**config.mk**
```make
export PLATFORM = sky130hd
export DESIGN_NAME = uart_rx_deserializer
export DESIGN_NICKNAME = d
export VERILOG_FILES = /design/src/rtl/uart_rx_deserializer.sv
export SDC_FILE = /design/constraint.sdc
export NUM_CORES = 1
export LEC_CHECK = 0
export CORE_MARGIN = 5
export CORE_UTILIZATION = 45
export DETAILED_ROUTE_END_ITERATION = 6
export PLACE_DENSITY = 0.66
export SLEW_MARGIN = 20
export SYNTH_ARGS = -nofsm -noshare
export SYNTH_HDL_FRONTEND = slang
export SYNTH_SLANG_ARGS = --single-unit
```
**constraint.sdc**
```tcl
create_clock -name clk -period 4.85 [get_ports clk]
set_input_delay 0.7275 -clock clk [delete_from_list [all_inputs] [get_ports clk]]
set_output_delay 0.7275 -clock clk [all_outputs]
set_load 0.02 [all_outputs]
```
**src/rtl/uart_rx_deserializer.sv**
```systemverilog
// UART receiver: 2-flop synchroniser, 16x-style oversampled frame recovery, framing-error/break handling.
// Define UART_RX_MAJORITY_EN to take a 2-of-3 vote around each sample point instead of a single sample.
`timescale 1ns/1ps
module uart_rx_deserializer #(
  parameter int DATA_BITS  = 8,
  parameter int OVERSAMPLE = 16
) (
  input  logic                 clk,
  input  logic                 rst,
  input  logic                 sample_tick,
  input  logic                 rx_in,
  output logic [DATA_BITS-1:0] data_out,
  output logic                 data_valid,
  output logic                 frame_error,
  output logic                 busy
);

  localparam int TW = $clog2(OVERSAMPLE);
  localparam int BW = $clog2(DATA_BITS);
  localparam logic [TW-1:0] MID_CNT  = TW'(OVERSAMPLE / 2 - 1);
  localparam logic [TW-1:0] LAST_CNT = TW'(OVERSAMPLE - 1);
  localparam logic [BW-1:0] LAST_BIT = BW'(DATA_BITS - 1);

  typedef enum logic [2:0] {IDLE, START, DATA, STOP, BREAK} state_t;

  state_t               state_q;
  logic                 rx_meta_q, rxs_q;
  logic [TW-1:0]        tick_cnt_q;
  logic [BW-1:0]        bit_idx_q;
  logic [DATA_BITS-1:0] shreg_q, data_out_q;
  logic                 data_valid_q, frame_error_q, busy_q;
  logic                 at_sample;
  logic                 sample_bit;

  always_ff @(posedge clk or negedge rst) begin
    if (!rst) begin
      rx_meta_q <= 1'b1;
      rxs_q     <= 1'b1;
    end else begin
      rx_meta_q <= rx_in;
      rxs_q     <= rx_meta_q;
    end
  end

  always_comb begin
    at_sample = 1'b0;
    case (state_q)
      START:      at_sample = (tick_cnt_q == MID_CNT);
      DATA, STOP: at_sample = (tick_cnt_q == LAST_CNT);
      default:    at_sample = 1'b0;
    endcase
  end

`ifdef UART_RX_MAJORITY_EN
  // The two earlier votes live in hist_q; the third is the live rxs at the sample point.
  logic [1:0] hist_q;
  logic [2:0] votes;
  logic [TW-1:0] first_cnt;

  assign votes      = {hist_q, rxs_q};
  assign sample_bit = (votes[2] & votes[1]) | (votes[2] & votes[0]) | (votes[1] & votes[0]);
  assign first_cnt  = (state_q == START) ? MID_CNT - TW'(2) : LAST_CNT - TW'(2);

  always_ff @(posedge clk or negedge rst) begin
    if (!rst) begin
      hist_q <= '0;
    end else if (state_q == IDLE || state_q == BREAK) begin
      hist_q <= '0;
    end else if (sample_tick) begin
      if (at_sample)
        hist_q <= '0;
      else if (tick_cnt_q >= first_cnt)
        hist_q <= {hist_q[0], rxs_q};
    end
  end
`else
  assign sample_bit = rxs_q;
`endif

  always_ff @(posedge clk or negedge rst) begin
    if (!rst) begin
      state_q       <= IDLE;
      tick_cnt_q    <= '0;
      bit_idx_q     <= '0;
      shreg_q       <= '0;
      data_out_q    <= '0;
      data_valid_q  <= 1'b0;
      frame_error_q <= 1'b0;
      busy_q        <= 1'b0;
    end else begin
      data_valid_q  <= 1'b0;
      frame_error_q <= 1'b0;
      if (sample_tick) begin
        case (state_q)
          IDLE: if (!rxs_q) begin
            state_q    <= START;
            tick_cnt_q <= '0;
            busy_q     <= 1'b1;
          end
          START: if (at_sample) begin
            tick_cnt_q <= '0;
            bit_idx_q  <= '0;
            if (sample_bit) begin
              state_q <= IDLE;
              busy_q  <= 1'b0;
            end else begin
              state_q <= DATA;
            end
          end else begin
            tick_cnt_q <= tick_cnt_q + 1'b1;
          end
          DATA: if (at_sample) begin
            shreg_q    <= {sample_bit, shreg_q[DATA_BITS-1:1]};
            tick_cnt_q <= '0;
            if (bit_idx_q == LAST_BIT)
              state_q <= STOP;
            else
              bit_idx_q <= bit_idx_q + 1'b1;
          end else begin
            tick_cnt_q <= tick_cnt_q + 1'b1;
          end
          STOP: if (at_sample) begin
            tick_cnt_q <= '0;
            if (sample_bit) begin
              data_out_q   <= shreg_q;
              data_valid_q <= 1'b1;
              state_q      <= IDLE;
              busy_q       <= 1'b0;
            end else begin
              frame_error_q <= 1'b1;
              state_q       <= BREAK;
            end
          end else begin
            tick_cnt_q <= tick_cnt_q + 1'b1;
          end
          // A held-low line must return high before another start edge is accepted.
          BREAK: if (rxs_q) begin
            state_q <= IDLE;
            busy_q  <= 1'b0;
          end
          default: begin
            state_q <= IDLE;
            busy_q  <= 1'b0;
          end
        endcase
      end
    end
  end

  assign data_out    = data_out_q;
  assign data_valid  = data_valid_q;
  assign frame_error = frame_error_q;
  assign busy        = busy_q;

endmodule

```
; Yosys cells after proc, flatten, opt, wreduce, memory -nomap -nowiden
; Index checks and enable logic that the tools add are counted.
[op_classes]
n_addsub = 2
n_eq_ne = 15
mux = 29
bitwise_logic = 1
n_reduce_logical = 12
[ops]
columns = op, count
row1 = $mux 3, 10
row2 = $pmux 3 s5, 1
row3 = $ne 2x2->1 const B, 7
row4 = $mux 1, 11
row5 = $mux 4, 2
row6 = $pmux 4 s2, 1
row7 = $reduce_and 4->1, 2
row8 = $reduce_and 7->1, 1
row9 = $eq 3x2->1 const B, 2
row10 = $eq 3x3->1 const B, 2
row11 = $pmux 3 s2, 1
row12 = $reduce_and 3->1, 2
row13 = $reduce_and 5->1, 1
row14 = $add 4x1->4 const B, 1
row15 = $eq 4x3->1 const B, 1
row16 = $eq 4x4->1 const B, 1
row17 = $pmux 1 s4, 1
row18 = $reduce_bool 2->1, 2
row19 = $reduce_or 2->1, 2
row20 = $add 3x1->3 const B, 1
row21 = $eq 3x1->1 const B, 1
row22 = $logic_not 3->1, 1
row23 = $reduce_or 3->1, 1
row24 = $mux 2, 1
row25 = 3 further kinds, 3
[totals]
register_bits = 31
in_bits = 4
output_inout_bits = 11

; Depth between registers and ports, before layout
; Gate-level depths: netlist (run 1).
[depth]
depth_word = 6
ltp_mapped = 6

; Worst setup path after synthesis (run 1)
; No wires, ideal clock.
[synth_path]
kind = input to register
startpoint = input sample_tick
endpoint = register data_out_q[0] (netlist: data_out[0])
arrival_time_ns = 1.595
required_ns = 4.725
setup_slack_ns = 3.130
path_stages = 5
cell_sequence = nand4b_4 -> nor2_2 -> and3_4 -> buf_12 -> mux2_4
[synth_between]
elab_chain_cells = 1
[synth_rtl]
columns = item, line
row1 = "start, declared", 10  ; input logic sample_tick,
row2 = $reduce_and 4->1 (no line), -
row3 = "end signal, assigned", 125  ; data_out_q <= shreg_q;
row4 = "end, declared", 30  ; logic [DATA_BITS-1:0] shreg_q, data_out_q;
; No other way between the ends.
; A chain may end at the register's enable or synchronous reset.

; Worst setup path after layout (run 1)
[layout_path]
startpoint = input sample_tick
endpoint = register data_out_q[1] (netlist: data_out[1])
; The elaborated chain is that of the path after synthesis.

==> results by stage, run 1 <==
Drt:
- The detailed router's first-iteration violation count is 63.
- For this run, design rule violations remaining after detail routing come to 0.
- The detailed-route via count is 887.
- Dividing the detail-routed wire length by the instance count gives 14.2 µm.
- The detail route stage leaves a number of antenna-violating nets equal to 0.
- The pre-antenna-repair detailed-routing pass consisted of 4 iterations.
- After detailed routing, the number of vias per cell comes to 5.19.
- Wires add up to 2420 µm.

Min path:
- The start point of the worst min-delay path is rx_meta_q.
- The class of the tightest hold or removal check is reg -> reg.

Critical path:
- In this design, the stage delay of the slowest critical-path cell is 0.62 ns.
- The type of origin of the critical path is a primary input.
- Together, buffers and inverters on the worst path number 1.
- The timing startpoint of the critical path is sample_tick.
- The critical-path maximum fanout is 9.
- The kind of critical path is in -> reg.
- The arrival time reported for the critical path endpoint is 2.31 ns.
- The required time of the worst setup path is 5.06 ns.
- For this design, the slowest cell found on the critical path is sky130_fd_sc_hd__clkdlybuf4s50_1.
- STA classifies the critical path endpoint as a flop.
- The reg-to-reg critical path startpoint is tick_cnt_q[0].
- The kind of cell adding the most delay to the critical path is simple AND/OR/NAND/NOR gates.
- Traced cell by cell, the critical path runs through clkdlybuf4s50_1, nand4b_4, nor2_2, and3_4, mux2_4.

Final layout:
- Excluding fillers, the count of instances in the completed layout stands at 171.
- The final cell utilization of the core is 54.4%.
- The number of nets in the layout is 133.
- The register cell area after layout is 778 µm².
- The layout filler cell count is 273.
- The area taken by multi-input logic gates is 627 µm².
- Compared with the post-synthesis result, the final layout area differs by 14.4%.
- The total non-filler cell area in the finished layout is 1690 µm².
- The number of antenna diodes in the final layout is 0.
- The share of final-layout standard cells stronger than drive strength 1 is 26.8%.

Die:
- The die covers 4520 µm².
- The vertical extent of the die is 67.3 µm.
- The initial utilization of the core area, before any placement, comes to 47.5%.
- Measured along the x axis, the die boundary spans 67.3 µm.
- The number of rows created at floorplan is 20.
- The total core area is 3100 µm².
- In this run the count of I/O pins placed on the die edge is 15.

Clocking:
- The tree is rooted in a sky130_fd_sc_hd__clkbuf_4.
- The maximum buffer depth of the clock tree is 2.
- The H-tree depth reported by CTS is 2.
- Counting every sink on the clock net gives 31.
- Clock-pin slew was measured on the worst setup and hold paths at 0.10 ns.
- For the worst-skew pair, the clock arrives at the later sink with an insertion delay of 0.32 ns.
- Post-CTS repair changed the size of 0 cells.
- In this run the post-CTS setup repair buffer count came out at 0.
- The count of hold-fix buffers inserted at cts is 0.
- In this run, CTS created clock tree buffers numbering 5.
- TritonCTS built the clock tree.

Placement:
- Prior to clock tree synthesis, the placed netlist has a worst setup slack of 2.40 ns.
- The half-perimeter wire length of the detailed placement result is 1700 µm.
- Input and output buffers added on the ports amount to 14.
- The instance area after placement is 1620 µm².
- Counting tap cells, the placed design contains a total of 163 instances.
- Routability-driven placement finished with a final weighted congestion of 0.780.

Power and ir drop:
- In this run, flip-flops and latches consume 48.1% of the power.
- Per report_power, the clock group accounts for 23.2% of the total.
- The largest vdd supply drop is 0.230 mV.
- Net switching is 33.2% of the power.
- The design draws 739 µW.
- The leakage power is 0.800 nW.
- Cell internal power was estimated by the tool at 493 µW.
- The switching power total is 246 µW.
- The combinational share of power is 28.7%.
- In this run the power density over the cells is 438 nW/µm².

Global route:
- The number of antenna violations at the first check in global routing came to 0.
- The leftover overflow at the end of global routing is 0.
- The via count of the first global-routing pass is 895.
- Entering global routing, the biggest net connects 32 pins.
- The first-pass GRT wire length is 4220 µm.
- The overall routing resource usage is 12.5%.

Run status:
- The run finished with clean final reports.

Logic synthesis:
- After Yosys synthesis, XOR and XNOR cells account for 1.70% of the synthesized area.
- The number of distinct library cells after synthesis is 39.
- The per-instance average area after synthesis is 13.5 µm².
- The count of warnings emitted by yosys is 0.
- After synthesis, the share of flip-flops with an asynchronous set or reset is 100%.
- The commonest cells after synthesis are 29 x sky130_fd_sc_hd__dfrtp_1, 9 x sky130_fd_sc_hd__mux2_2, 8 x sky130_fd_sc_hd__mux2_4.
- The post-synthesis instance area is 1480 µm².
- After synthesis, flip-flops and latches occupy 52.8% of the total area.
- The post-synthesis sequential element count is 31.
- The synthesized instance count is 109.
- The primary flip-flop cell chosen by synthesis mapping is sky130_fd_sc_hd__dfrtp_1.
- The number of nets handed over by synthesis was 116.
- The top cell type's share of synthesized area is 49.2%.
- After synthesis, the largest family of logic cells by area is multiplexers.
- In the post-synthesis netlist, the biggest area contributors are sky130_fd_sc_hd__dfrtp_1 49%, sky130_fd_sc_hd__mux2_4 8.1%, sky130_fd_sc_hd__mux2_2 6.9%, sky130_fd_sc_hd__dfstp_2 3.6%, sky130_fd_sc_hd__a22o_1 3.6%.
- Multiplexer cells account for 15.7% of the synthesized area.
- The top cell type by total area after synthesis is sky130_fd_sc_hd__dfrtp_1.
- The adder and majority gate portion of the synthesized area is 2.54%.
- The synthesized design contains 0 enable-type register cells.
- The area fraction in and, or, nand and nor cells after synthesis is 12.6%.
- The most numerous cell in the Yosys netlist is sky130_fd_sc_hd__dfrtp_1.
- The compound-cell area share of the yosys netlist is 10.0%.

Timing:
- The worst hold-check slack is 0.371 ns.
- Setup repair after global routing left no endpoint under its margin.
- For the pin with the worst max-slew slack, the measured transition is 0.512 ns.
- The clock arrives with 0.00704 ns of skew.
- The headroom to the max-slew limit is 65.6%.
- The aggregate negative setup slack is 0 ns.
- The post-layout minimum cycle time is 2.10 ns.
- The number of slew-limit violations in the final report came to 0.
- The worst path uses 43.2% of the clock period.
- The hold violation count in the final report is 0.
- The highest clock rate is 477 MHz.
- The worst-case setup margin in the final layout is 2.75 ns.
- The setup violation total in the final timing report is 0.

Flow run:
- Max-cap violations in this run came to 0.
-- power groups by stage --
stage | clock network [mW] | registers [mW] | logic (mW)
floorplan | 0 | 0.340 | 0.196
global placement | 0 | 0.357 | 0.205
detailed placement | 0 | 0.360 | 0.214
CTS | 0.180 | 0.355 | 0.214
global route | 0.190 | 0.363 | 0.234
finish | 0.172 | 0.355 | 0.212
-- path summary, 6_finish.rpt --
kind,cells past startpoint,slack (ns),to
max in group asynchronous,2,3.73,rxs_q
min in group asynchronous,2,0.79,data_valid
worst max register to register,5,3.11,data_out[1]
worst min-delay path,0,0.37,rxs_q
worst min register to register,0,0.37,rxs_q
worst max-delay path,5,2.75,data_out[1]
-- logic make-up (layout without fill, tap and decap cells) --
kind of cell,Yosys count,after routing
compound gates,19,19
fa+ha+maj,3,3
simple gates,29,29
buf+inv,7,25
mux,18,18
xor+xnor,2,2
flops,31,31
-- worst register-to-register path, cell delays in order, from the launching register on --
cell                       delay, ns
sky130_fd_sc_hd__dfrtp_1        0.40
sky130_fd_sc_hd__ha_1           0.28
sky130_fd_sc_hd__nand4b_4       0.16
sky130_fd_sc_hd__nor2_2         0.16
sky130_fd_sc_hd__and3_4         0.31
sky130_fd_sc_hd__mux2_4         0.32
-- routing by layer --
metal	global-route usage (%)	vias up	part of all wire (%)
li1	-	430	-
met1	16.3	436	50
met2	18.8	16	44
met3	4.99	5	4.7
met4	4.56	0	1.0
met5	0	-	0
-- flip-flops by register name, summed over array words and instances (netlist names), 3 cells and up --
register    count
shreg_q         8
bit_idx_q       3
state_q         3
tick_cnt_q      4
data_out        8
-- layout by cell type (no fill, tap or decap), types with 3 or more instances in the layout --
master	n
sky130_fd_sc_hd__dfrtp_1	29
sky130_fd_sc_hd__clkdlybuf4s50_1	14
sky130_fd_sc_hd__mux2_2	9
sky130_fd_sc_hd__mux2_4	8
sky130_fd_sc_hd__a22o_1	6
sky130_fd_sc_hd__nand2_1	5
sky130_fd_sc_hd__nor2_1	5
sky130_fd_sc_hd__nor3_1	5
sky130_fd_sc_hd__clkbuf_4	5
sky130_fd_sc_hd__o21ai_0	3
sky130_fd_sc_hd__ha_1	3
-- cell type report --
class | count | area share [%]
Inverter | 2 | 0.445
Multi-Input combinational cell | 71 | 37.1
Timing Repair Buffer | 15 | 8.75
Clock buffer | 7 | 3.85
Clock inverter | 1 | 0.445
Tap cell | 44 | 3.26
Sequential cell | 31 | 46.1
Power figures use the tool's default switching activity.
==> run 2, diff against run 1 <==
==> constraint.sdc (replaced) <==
create_clock -name clk -period 2.04 [get_ports clk]
set_input_delay 0.306 -clock clk [delete_from_list [all_inputs] [get_ports clk]]
set_output_delay 0.306 -clock clk [all_outputs]
set_load 0.02 [all_outputs]
==> run 2 against run 1 <==
- register-to-register slack got worse by 2.8 ns
- global-route usage increased by 0.11 points
- design area increased by 1.7%
- worst setup slack got worse by 2.4 ns
- wire length decreased by 0.70%
- combinational power increased by 140%
- sequential cell count unchanged
- worst hold slack got worse by 0.025 ns
- clock power increased to 2.9 times the previous value
- die area unchanged
==> results by stage, run 2 (synthesis gave the netlist of run 1 again) <==
Timing:
- The aggregate negative setup slack is 0 ns (unchanged).
- The headroom to the max-slew limit is 67.9% (+2.3 points).
- The hold violation count in the final report is 0 (unchanged).
- The number of slew-limit violations in the final report is 0 (unchanged).
- The measured slew at the worst slew-check pin is 0.477 ns (-0.0344 ns).
- After layout, the minimum clock period comes to 1.72 ns.
- The setup violation total in the final timing report is 0 (unchanged).
- Static timing analysis puts the maximum clock frequency at 581 MHz.
- The worst clock skew is 0.00907 ns (+0.00203 ns).
- Setup repair after global routing left no endpoint under its margin.
- Of the available clock period, the critical path in the final layout requires 84.4%.

Placement:
- The instance area after placement is 1630 µm² (+0.93%).
- The half-perimeter wire length of the detailed placement result is 1730 µm (+2.1%).
- The count of buffers inserted at the top-level ports is 14 (unchanged).
- The global placement routability congestion is 0.764 (-2.0%).

Critical path:
- The setup path with the least slack is of type reg -> reg.
- The arrival time reported for the critical path endpoint is 1.94 ns (-0.37 ns).
- The critical-path maximum fanout was 9 (unchanged).
- The required time of the worst setup path is 2.26 ns (-2.80 ns).
- The endpoint class of the critical path is a flop.
- The type of origin of the critical path is a flop.

Final layout:
- The total non-filler cell area in the finished layout was 1720 µm² (+1.7%).
- The top cell types in the final layout, fill and taps aside, are 29 x sky130_fd_sc_hd__dfrtp_1, 14 x sky130_fd_sc_hd__clkdlybuf4s50_1, 9 x sky130_fd_sc_hd__mux2_2.
- Leaving out fill and tap cells, the most frequent cell in the layout is sky130_fd_sc_hd__dfrtp_1.
- The number of nets in the layout is 135 (+1.5%).
- The share of final-layout standard cells stronger than drive strength 1 was 27.9% (+1.1 points).
- The diode insertion count for antenna repair is 0 (unchanged).
- Compared with the post-synthesis result, the final layout area differs by 16.4%.

Power and ir drop:
- The register share of total power came to 45.6% (-2.5 points).
- The switching power total was 581 µW (+140%).
- The fraction of power spent switching nets is 31.5% (-1.7 points).
- The leakage power is 0.821 nW (+2.6%).
- The part of the power in the clock network was 26.9% (+3.7 points).
- The power density of the placed cells was 1070 nW/µm² (+150%).
- The internal power component is 1.26 mW (+160%).
- The combinational share of power is 27.5% (-1.2 points).
- The largest vdd supply drop is 0.504 mV (+120%).

Clocking:
- The H-tree depth reported by CTS is 2 (unchanged).
- The cell sitting at the root of the clock tree is a sky130_fd_sc_hd__clkbuf_4.
- The post-cts sizing count is 0 (unchanged).
- The number of sinks handled by clock tree synthesis is 31 (unchanged).
- The total setup buffers inserted after CTS came to 0 (unchanged).
- The TritonCTS clock tree is built.
- The maximum buffer depth of the clock tree was 2 (unchanged).
- The TritonCTS buffer count is 5 (unchanged).
- The count of hold-fix buffers inserted at cts was 0 (unchanged).
- The clock latency on the worst-skew pair is 0.33 ns (about the same).
- The clock-pin slew of the registers on the worst-case setup and hold paths is 0.10 ns (about the same).

Global route:
- The leftover overflow at the end of global routing is 0 (unchanged).
- The first-pass GRT wire length came to 4120 µm (-2.3%).
- The number of antenna violations at the first check in global routing is 0 (unchanged).
- The via count of the first global-routing pass is 887 (-0.89%).
- The overall routing resource usage was 12.6% (+0.11 points).
- The pin count of the biggest net entering global routing is 32 (unchanged).

Drt:
- The iteration count of the initial detailed-routing pass was 4 (unchanged).
- The number of nets still failing antenna checks after routing is 0 (unchanged).
- The detailed router's first-iteration violation count was 38 (-40%).
- The total detailed-routing wirelength is 2410 µm (-0.70%).
- The via count normalized by instance count was 5.18 (about the same).
- The number of design rule violations left after detail routing is 0 (unchanged).
- The detailed-route via count is 897 (+1.1%).
- The average detailed-routed wire length per instance is 13.9 µm (-1.8%).

Die:
- The overall die area is 4520 µm² (unchanged).
- The total core area is 3100 µm² (unchanged).
- The effective utilization at floorplan is 47.5% (unchanged).
- The number of rows created at floorplan is 20 (unchanged).
- The I/O pin count is 15 (unchanged).
- The chip width came to 67.3 µm (unchanged).
- The vertical extent of the die is 67.3 µm (unchanged).

Min path:
- The path class of the tightest hold or removal check is in -> async.

Flow run:
- The max-cap check violation count is 0 (unchanged).

Run status:
- The flow ran to the end, and the final reports show no timing, DRC or antenna violations.
## run 2: cell count changes in the layout (fill, tap and decap cells not counted)
| cell | previous run | this run |
|---|---|---|
| sky130_fd_sc_hd__bufinv_16 | 0 | 1 |
| sky130_fd_sc_hd__clkinv_2 | 0 | 1 |
| sky130_fd_sc_hd__buf_4 | 1 | 3 |
| sky130_fd_sc_hd__clkinvlp_4 | 1 | 0 |
| sky130_fd_sc_hd__clkbuf_8 | 2 | 1 |
## run 2: final timing paths
check | startpoint | endpoint | slack, ns | cells after the start
min in group clk | rx_meta_q | rxs_q | 0.36 | 0
max in group asynchronous | rst | rx_meta_q | 1.38 | 2
worst max-delay path | tick_cnt_q[0] | data_out[1] | 0.32 | 5
worst min-delay path | rst | data_valid | 0.35 | 2
worst min register to register | rx_meta_q | rxs_q | 0.36 | 0
worst max register to register | tick_cnt_q[0] | data_out[1] | 0.32 | 5
## run 2: stage by stage
step	utilization, %	power, mW	instances	setup slack, ns	hold slack, ns
after floorplan	-	1.27	109	0.426	0.0104
after global placement	52.5	1.33	165	0.165	0.346
after detailed placement	52.5	1.36	165	0.129	0.348
after CTS	55.3	1.86	173	0.313	0.350
after global routing	55.3	1.96	173	0.231	0.351
final	55.3	1.84	173	0.319	0.346
## run 2: cell type report
| class | instances | area, µm² |
|---|---|---|
| inverter | 2 | 7.51 |
| tap | 44 | 55.1 |
| multi-input combinational | 71 | 627 |
| sequential | 31 | 778 |
| fill | 288 | 1390 |
| timing repair buffer | 17 | 163 |
| clock buffer | 6 | 51.3 |
| clock inverter | 2 | 35.0 |
## run 2: metal layers
metal / vias up / global-route usage (%) / share of wire [%]
li1: 439 / - / -
met1: 437 / 16.0 / 46
met2: 15 / 18.7 / 47
met3: 6 / 4.16 / 4.7
met4: 0 / 7.59 / 2.1
met5: - / 0 / 0
## run 2: power by group through the flow
| stage | sequential, mW | combinational [mW] | clock (mW) |
|---|---|---|---|
| 2_1_floorplan | 0.808 | 0.466 | 0 |
| 3_3_place_gp | 0.847 | 0.488 | 0 |
| 3_5_place_dp | 0.853 | 0.510 | 0 |
| 4_1_cts | 0.841 | 0.512 | 0.512 |
| 5_1_grt | 0.859 | 0.562 | 0.538 |
| 6_report | 0.842 | 0.507 | 0.496 |
## run 2: critical path: stages, from the launching register on
cell and delay [ns]:
sky130_fd_sc_hd__dfrtp_1 0.40, sky130_fd_sc_hd__ha_1 0.27, sky130_fd_sc_hd__nand4b_4 0.17, sky130_fd_sc_hd__nor2_2 0.15, sky130_fd_sc_hd__and3_4 0.31, sky130_fd_sc_hd__mux2_4 0.31
==> run 3, diff against run 2 <==
--- a/config.mk
+++ b/config.mk
@@ -8,7 +8,7 @@
 export CORE_MARGIN = 5
 export CORE_UTILIZATION = 45
 export DETAILED_ROUTE_END_ITERATION = 6
-export PLACE_DENSITY = 0.66
+export PLACE_DENSITY = 0.68
 export SLEW_MARGIN = 20
 export SYNTH_ARGS = -nofsm -noshare
 export SYNTH_HDL_FRONTEND = slang
==> constraint.sdc (replaced) <==
create_clock -name clk -period 1.47 [get_ports clk]
set_input_delay 0.2205 -clock clk [delete_from_list [all_inputs] [get_ports clk]]
set_output_delay 0.2205 -clock clk [all_outputs]
set_load 0.02 [all_outputs]
==> run 3 against run 2 <==
- the run now ends with negative setup slack left
- count of clock-buffer cells in the layout up 1
- power grew 57%
- final cell count up 14%
- clock power is 18% higher
- non-clock buffer count is 23 higher
- highest routed layer unchanged
- largest cell class unchanged
- global-route usage is 2.9 points higher
- design area rose by 15%
==> results by stage, run 3 (synthesis gave the netlist of run 1 again) <==
Run status:
- The run finished, with violations left.
- The final reports fail on negative setup slack.

Timing:
- The worst hold-check slack was 0.235 ns (-0.111 ns).
- The hold violation count in the final report is 0 (unchanged).
- The number of slew-limit violations in the final report is 0 (unchanged).
- The worst-case setup margin in the final layout came to -0.0944 ns (-0.413 ns).
- The headroom to the max-slew limit came to 82.6% (+15 points).
- The worst clock skew came to 0.0113 ns (+0.00225 ns).
- The setup violation total in the final timing report came to 18 (+18).
- The measured slew at the worst slew-check pin was 0.257 ns (-0.220 ns).
- The highest clock rate is 639 MHz (+10%).
- The post-layout minimum cycle time is 1.56 ns (-0.157 ns).
- Setup repair after global routing could not meet its margin everywhere.
- The final period utilization came to 106% (+22 points).
- The aggregate negative setup slack is -0.853 ns (-0.853 ns).

Die:
- The chip width is 67.3 µm (unchanged).
- The vertical extent of the die is 67.3 µm (unchanged).
- The I/O pin count is 15 (unchanged).
- The number of rows created at floorplan is 20 (unchanged).
- The effective utilization at floorplan was 47.5% (unchanged).
- The total core area is 3100 µm² (unchanged).
- The overall die area was 4520 µm² (unchanged).

Final layout:
- Leaving out fill and tap cells, the most frequent cells in the layout are 28 x sky130_fd_sc_hd__dfrtp_1, 23 x sky130_fd_sc_hd__buf_4, 16 x sky130_fd_sc_hd__mux2_4.
- Compared with the post-synthesis result, the final layout area differs by 34.1%.
- The final cell utilization of the core is 63.7% (+8.4 points).
- The most frequent standard cell in the layout excluding fill and tap cells is sky130_fd_sc_hd__dfrtp_1.
- The diode insertion count for antenna repair is 0 (unchanged).
- The count of placed standard cells in the final layout, fillers left out was 197 (+14%).
- The total non-filler cell area in the finished layout came to 1980 µm² (+15%).
- The share of final-layout standard cells stronger than drive strength 1 is 45.8% (+18 points).
- The number of nets in the layout is 159 (+18%).

Global route:
- The pin count of the biggest net entering global routing is 32 (unchanged).
- The met3 usage was 5.49% (+1.3 points).
- The overall routing resource usage is 15.6% (+2.9 points).
- The number of antenna violations at the first check in global routing is 0 (unchanged).
- The leftover overflow at the end of global routing is 0 (unchanged).
- The via count of the first global-routing pass came to 1068 (+20%).
- The routing layer with the top usage in global route is met2.
- The global-route met2 utilization is 24.0% (+5.4 points).
- The met1 capacity usage during global routing is 20.2% (+4.2 points).
- The first-pass GRT wire length is 5170 µm (+25%).

Drt:
- The via count normalized by instance count is 5.11 (-1.5%).
- The detailed router's first-iteration violation count came to 53 (+39%).
- The iteration count of the initial detailed-routing pass was 5 (+1).
- The number of nets still failing antenna checks after routing is 0 (unchanged).
- The number of design rule violations left after detail routing is 0 (unchanged).
- The detailed-route via count is 1006 (+12%).
- The total detailed-routing wirelength is 3060 µm (+27%).
- The average detailed-routed wire length per instance is 15.5 µm (+12%).

Power and ir drop:
- The leakage power was 0.987 nW (+20%).
- The power density of the placed cells is 1460 nW/µm² (+36%).
- The largest vdd supply drop came to 0.587 mV (+16%).
- The power after layout is 2.89 mW (+57%).

Clocking:
- The root buffer cell chosen for the clock tree is sky130_fd_sc_hd__clkbuf_4.
- The clock latency on the worst-skew pair is 0.34 ns (about the same).
- The clock-pin slew of the registers on the worst-case setup and hold paths was 0.10 ns (about the same).
- TritonCTS built the clock tree.
- The count of hold-fix buffers inserted at cts is 0 (unchanged).
- The maximum buffer depth of the clock tree came to 2 (unchanged).
- The TritonCTS buffer count is 5 (unchanged).
- The number of sinks handled by clock tree synthesis came to 31 (unchanged).
- The H-tree depth reported by CTS is 2 (unchanged).

Min path:
- The path class of the tightest hold or removal check is in -> async.

Placement:
- The global placement routability congestion is 0.741 (-3.0%).
- The instance area after placement came to 1780 µm² (+9.2%).
- The half-perimeter wire length of the detailed placement result is 2010 µm (+16%).
- The number of cells after detailed placement is 180 (+9.1%).
- The count of buffers inserted at the top-level ports is 14 (unchanged).
- The setup slack at placement is -0.316 ns (-0.444 ns).

Critical path:
- The type of origin of the critical path is a flop.
- The arrival time reported for the critical path endpoint is 1.78 ns (-0.16 ns).
- The register-to-register setup slack is -0.09 ns (-0.41 ns).
- The required time of the worst setup path is 1.69 ns (-0.57 ns).
- The critical path in this run is classified as reg -> reg.
- STA classifies the critical path endpoint as a flop.
- The reg-to-reg critical path startpoint is tick_cnt_q[0].
- The logic depth of the worst register-to-register path is 5 (unchanged).
- The endpoint of the worst register-to-register path is data_out[1].
- The critical-path maximum fanout is 5 (-4).

Flow run:
- The max-cap check violation count is 0 (unchanged).
==> run 3: repair_timing <==
item | in CTS | in global routing
setup buffers | 4 | 4
pin swaps | 6 | 4
gates resized for setup | 18 | 15
gates cloned | 1 | 0
endpoints found under the setup margin | 32 | 23
==> run 3: how the worst max path moves through the flow <==
stage          cells past startpoint  slack, ns          end          start
3_3_place_gp                       5      -0.30  data_out[4]    sample_tick
5_1_grt                            5      -0.12  data_out[6]  tick_cnt_q[0]
3_5_place_dp                       5      -0.32  data_out[1]    sample_tick
2_1_floorplan                      6      -0.06  data_out[0]  tick_cnt_q[0]
4_1_cts                            5      -0.10   shreg_q[5]  tick_cnt_q[0]
6_report                           5      -0.09  data_out[1]  tick_cnt_q[0]
==> run 3: area by class of cell <==
type                            count  area (µm²)
Clock buffer                        7        65.1
Clock inverter                      1        7.51
Fill cell                         263        1120
Inverter                            2        7.51
Multi-Input combinational cell     72         713
Sequential cell                    31         779
Tap cell                           44        55.1
Timing Repair Buffer               40         350
==> run 3: worst max-delay path: stages (launching register included) <==
cell                       delay [ns]
sky130_fd_sc_hd__dfrtp_1         0.42
sky130_fd_sc_hd__ha_4            0.17
sky130_fd_sc_hd__nand4b_4        0.15
sky130_fd_sc_hd__nor2_4          0.13
sky130_fd_sc_hd__and3_4          0.26
sky130_fd_sc_hd__mux2_4          0.32
==> run 3: per-layer routing <==
layer  vias up  share of wire (%)
met5         -                  0
met4         0                1.4
met3         5                4.5
met2        18                 48
met1       497                 46
li1        486                  -
==> run 3: power breakdown <==
| part | leakage, nW | switching [mW] | internal, mW |
|---|---|---|---|
| combinational | 0.548 | 0.524 | 0.652 |
| clock | 0.0375 | 0.303 | 0.279 |
| sequential | 0.401 | 0.142 | 0.987 |
